File: config.mk
export PLATFORM = sky130hd
export DESIGN_NAME = run_sequencer
export DESIGN_NICKNAME = d
export VERILOG_FILES = /design/src/rtl/run_sequencer.sv
export SDC_FILE = /design/constraint.sdc
export NUM_CORES = 1
export LEC_CHECK = 0
export BUFFER_PORTS_ARGS = -buffer_cell sky130_fd_sc_hd__clkbuf_2
export CORE_UTILIZATION = 35
export DETAILED_ROUTE_END_ITERATION = 8
export PLACE_DENSITY_LB_ADDON = 0.05
export SYNTH_ARGS = -nofsm -noshare
export SYNTH_HDL_FRONTEND = slang
export SYNTH_SLANG_ARGS = --single-unit
File: constraint.sdc
create_clock -name clk -period 2.4 [get_ports clk]
set_clock_uncertainty 0.15 [all_clocks]
set_input_delay 0.48 -clock clk [delete_from_list [all_inputs] [get_ports clk]]
set_output_delay 0.48 -clock clk [all_outputs]
set_load 0.02 [all_outputs]
File: src/rtl/run_sequencer.sv
// run_sequencer: host-started core run control with a reset pulse, end-of-program detect and cycle-limit timeout.
module run_sequencer #(
  parameter int D       = 12,
  parameter int DONE_PC = 105,
  parameter int CW      = 16,
  parameter int RST_CYC = 2,
  parameter int MAX_CYC = 65535
) (
  input  logic          clk,
  input  logic          reset,
  input  logic          req,
  input  logic [D-1:0]  prog_ctr,
  output logic          core_reset,
  output logic          core_en,
  output logic          busy,
  output logic          done,
  output logic          timeout,
  output logic [CW-1:0] cycles
);
  localparam int RW = (RST_CYC > 1) ? $clog2(RST_CYC) : 1;
  typedef enum logic [2:0] {IDLE, CLR, RUN, FINISH, ABORT} state_t;
  state_t r_state, w_next;
  logic [RW-1:0] r_clr, w_clr;
  logic [CW-1:0] r_cycles, w_cycles;
  logic r_done, w_done, r_timeout, w_timeout;
  logic w_pc_hit, w_limit;
  assign w_pc_hit = prog_ctr == D'(DONE_PC);
  assign w_limit  = r_cycles == CW'(MAX_CYC - 1);
  always_comb begin
    w_next    = r_state;
    w_clr     = r_clr;
    w_cycles  = r_cycles;
    w_done    = r_done;
    w_timeout = r_timeout;
    case (r_state)
      IDLE: if (req) begin
        w_next    = CLR;
        w_clr     = '0;
        w_cycles  = '0;
        w_done    = 1'b0;
        w_timeout = 1'b0;
      end
      CLR: begin
        w_clr  = r_clr + 1'b1;
        w_next = (r_clr == RW'(RST_CYC - 1)) ? RUN : CLR;
      end
      RUN: begin
        w_cycles = r_cycles + 1'b1;
        // a program-end match on the limit edge still counts as a normal finish
        if (w_pc_hit) begin
          w_next = FINISH;
          w_done = 1'b1;
        end else if (w_limit) begin
          w_next    = ABORT;
          w_done    = 1'b1;
          w_timeout = 1'b1;
        end
      end
      FINISH, ABORT: w_next = req ? r_state : IDLE;
      default: w_next = IDLE;
    endcase
  end
  always_ff @(posedge clk or negedge reset) begin
    if (!reset) begin
      r_state   <= IDLE;
      r_clr     <= '0;
      r_cycles  <= '0;
      r_done    <= 1'b0;
      r_timeout <= 1'b0;
    end else begin
      r_state   <= w_next;
      r_clr     <= w_clr;
      r_cycles  <= w_cycles;
      r_done    <= w_done;
      r_timeout <= w_timeout;
    end
  end
  assign core_reset = (r_state == IDLE) || (r_state == CLR);
  assign core_en    = r_state == RUN;
  assign busy       = (r_state == CLR) || (r_state == RUN);
  assign done       = r_done;
  assign timeout    = r_timeout;
  assign cycles     = r_cycles;
endmodule

==> impl_metrics.toml <==
[setup_path]
reg2reg_to = "cycles[9]"
critical_path_buf_inv_count = 3
worstPathRequired_ns = 1.77
cpPeakStageDelay_ns = 0.47
crit_slowest_cell = "dfrtp_1"
r2r-start = "r_state[2]"
r2r_slack_ns = 0.39
critPathMaxFanout = 8
path_delay_family = "flip-flops"
critPathLaunchType = "register"
cp-end-kind = "output port"
reg2regPathDepth = 4
critical_path_arrival_ns = 1.67
path_cells = "or3b_1 > buf_4 > inv_1 > clkbuf_2"
critPathKind = "reg2out"

[detailed_routing]
firstDrtPassIters = 4
ant_nets = 0
drt_iter0_drc = 33
route.detailed.drc = 0
vias = 1120
vias_per_cell = 5.209
wirelength_um = 2916
post_drt_wl_per_cell_um = 13.56

[synth]
netlist_area_um2 = 1226
synthFlopType = "dfrtp_1"
syn-num-nets = 147
postSynthCellCount = 130
ys_warn_count = 0
yosysUniqueCellTypes = 40
async_flop_share = 1.000
synth-edff-count = 0
ys_ff_latch = 22
avgSynthCellArea_um2 = 9.432
seq_area_frac_synth = 0.4490

[sta]
setup_tns_ns = 0
maxSlewHeadroom = 0.5231
setup_violations = 0
tightest_slew_ns = 0.7079
rsz0062_at_grt = "no"
fmax_mhz = 434.7
fin_ws_ns = 0.09975
maxSlewViolCount = 0
period_share = 0.9584
period_needed_ns = 2.300
finalHoldViolations = 0

[floorplan]
dieHeight_um = 61.19
rows = 21
die_area_um2 = 3744
coreArea_um2 = 3337
die_x_um = 61.19
io_pins = 36
start_util = 0.3675

[hold_path]
hp-start = "req"
min_to = "r_state[2]"
hold_path_depth = 3
worstHoldPathType = "in2reg"

[placement]
portBuffers = 35
routabilityCongestion = 0.7606
post_dp_cell_area_um2 = 1464
dp_slack_ns = 0.3261
placed_cells = 210
hpwl_um = 2152

[cts]
cts_made_buffers = 3
postCtsSetupBuffers = 0
path_clk_slew_ns = 0.12
clk_latency_ns = 0.31
clock_path_buffers = 2
clkSinkCount = 22
cts.htree.levels = 1
cts_tree = "built"
root_buffer = "clkbuf_4"

[final_layout]
multiInputGateArea_um2 = 616.8
fillers = 337
final_area_um2 = 1511
final_common_cell = "clkbuf_2"
layout_common_cells = "clkbuf_2, dfrtp_1, nand2_1"
post-route-util = 0.4529
antenna_cells = 0
syn_to_final_growth_pct = 23.27
drive_gt1_frac = 0.3136
fin_nets = 187
stdcell_count = 215
ff_latch_area_um2 = 551.8

[run_status]
status = "finished clean"

[grt]
grt_pass1_wl_um = 4533
overflow = 0
grt_pass1_vias = 968
antenna_found_initial = 0
grt_max_degree = 23
grt_usage = 0.1665

[power]
vdd_drop_max_mv = 0.3951
leakage_nw = 0.7283
power.density_nw_per_um2 = 815.4

[flow_run]
max_cap_violations = 0
registers in the layout, indices dropped and copies added, names as in the netlist:
name,flops
cycles,16
r_state,3
done,1
r_clr,1
timeout,1
cell type report:
class,count,share of cell area
tap,46,0.03808
multi-input combinational,95,0.4081
sequential,22,0.3651
timing repair buffer,41,0.1474
clock buffer,4,0.02401
inverter,7,0.01738
worst reg2reg max path: cells and delay by family (launching register included):
family          cells  cell delay, ns
flops               1            0.47
simple gates        2            1.04
compound gates      2            0.26
metal layers:
layer	share of wire	vias up	wire, um	track usage
li1	-	560	-	-
met3	0.038	2	111	0.03571
met1	0.48	529	1400	0.2137
met2	0.48	29	1387	0.2733
met4	0.0058	0	17	0.06494
met5	0	-	0	0
kinds of logic after synthesis:
logic type                 after synthesis  synth area share
muxes                                    4           0.03367
buffers and inverters                   13           0.04796
AOI/OAI and AO/OA                       36            0.2051
xor gates and xnor gates                 2           0.01429
and+or+nand+nor                         51            0.2296
adders and majority gates                2           0.02040
DFF                                     22            0.4490
report_power, final:
group	switching [mW]	internal [mW]	total [mW]	leakage [nW]
Combinational	0.317	0.202	0.519	0.409
Clock	0.116	0.0926	0.208	0.0210
Sequential	0.0765	0.429	0.505	0.298
worst max path at each step:
stage / startpoint / endpoint / cells past startpoint
floorplan: r_state[0] / cycles[14] / 6
global placement: req / cycles[12] / 5
detailed placement: req / cycles[12] / 5
CTS: r_state[0] / core_en / 4
global route: r_state[0] / core_en / 4
finish: r_state[2] / core_en / 4
Yosys cell counts, types with 2 or more instances:
| master | count | area share |
|---|---|---|
| dfrtp_1 | 22 | 0.45 |
| mux2i_1 | 3 | 0.024 |
| a41oi_1 | 2 | 0.014 |
| a211oi_1 | 2 | 0.012 |
| a21oi_1 | 6 | 0.024 |
| o21ai_0 | 14 | 0.057 |
| o211ai_2 | 2 | 0.020 |
| nor4b_1 | 2 | 0.014 |
| inv_1 | 7 | 0.021 |
| and3_1 | 3 | 0.015 |
| nand4_1 | 6 | 0.031 |
| nor2_1 | 8 | 0.024 |
| o31ai_2 | 2 | 0.020 |
| ha_1 | 2 | 0.020 |
| clkbuf_1 | 3 | 0.0092 |
| nand2_1 | 16 | 0.049 |
| or4_4 | 2 | 0.018 |
| buf_2 | 2 | 0.0082 |
| nand3_1 | 5 | 0.020 |
through the flow:
| step | hold slack (ns) | power, mW |
|---|---|---|
| floorplan | 0.03441 | 0.8584 |
| global placement | 0.3428 | 1.027 |
| detailed placement | 0.3309 | 1.033 |
| CTS | 0.3075 | 1.252 |
| global route | 0.3391 | 1.328 |
| finish | 0.3247 | 1.232 |
timing repair:
item	in CTS	in global routing
resized for setup	0	1
hold buffers	1	0
setup endpoints to repair	0	1
hold endpoints to repair	16	0
Note: power is estimated with default switching activity, not from simulation.
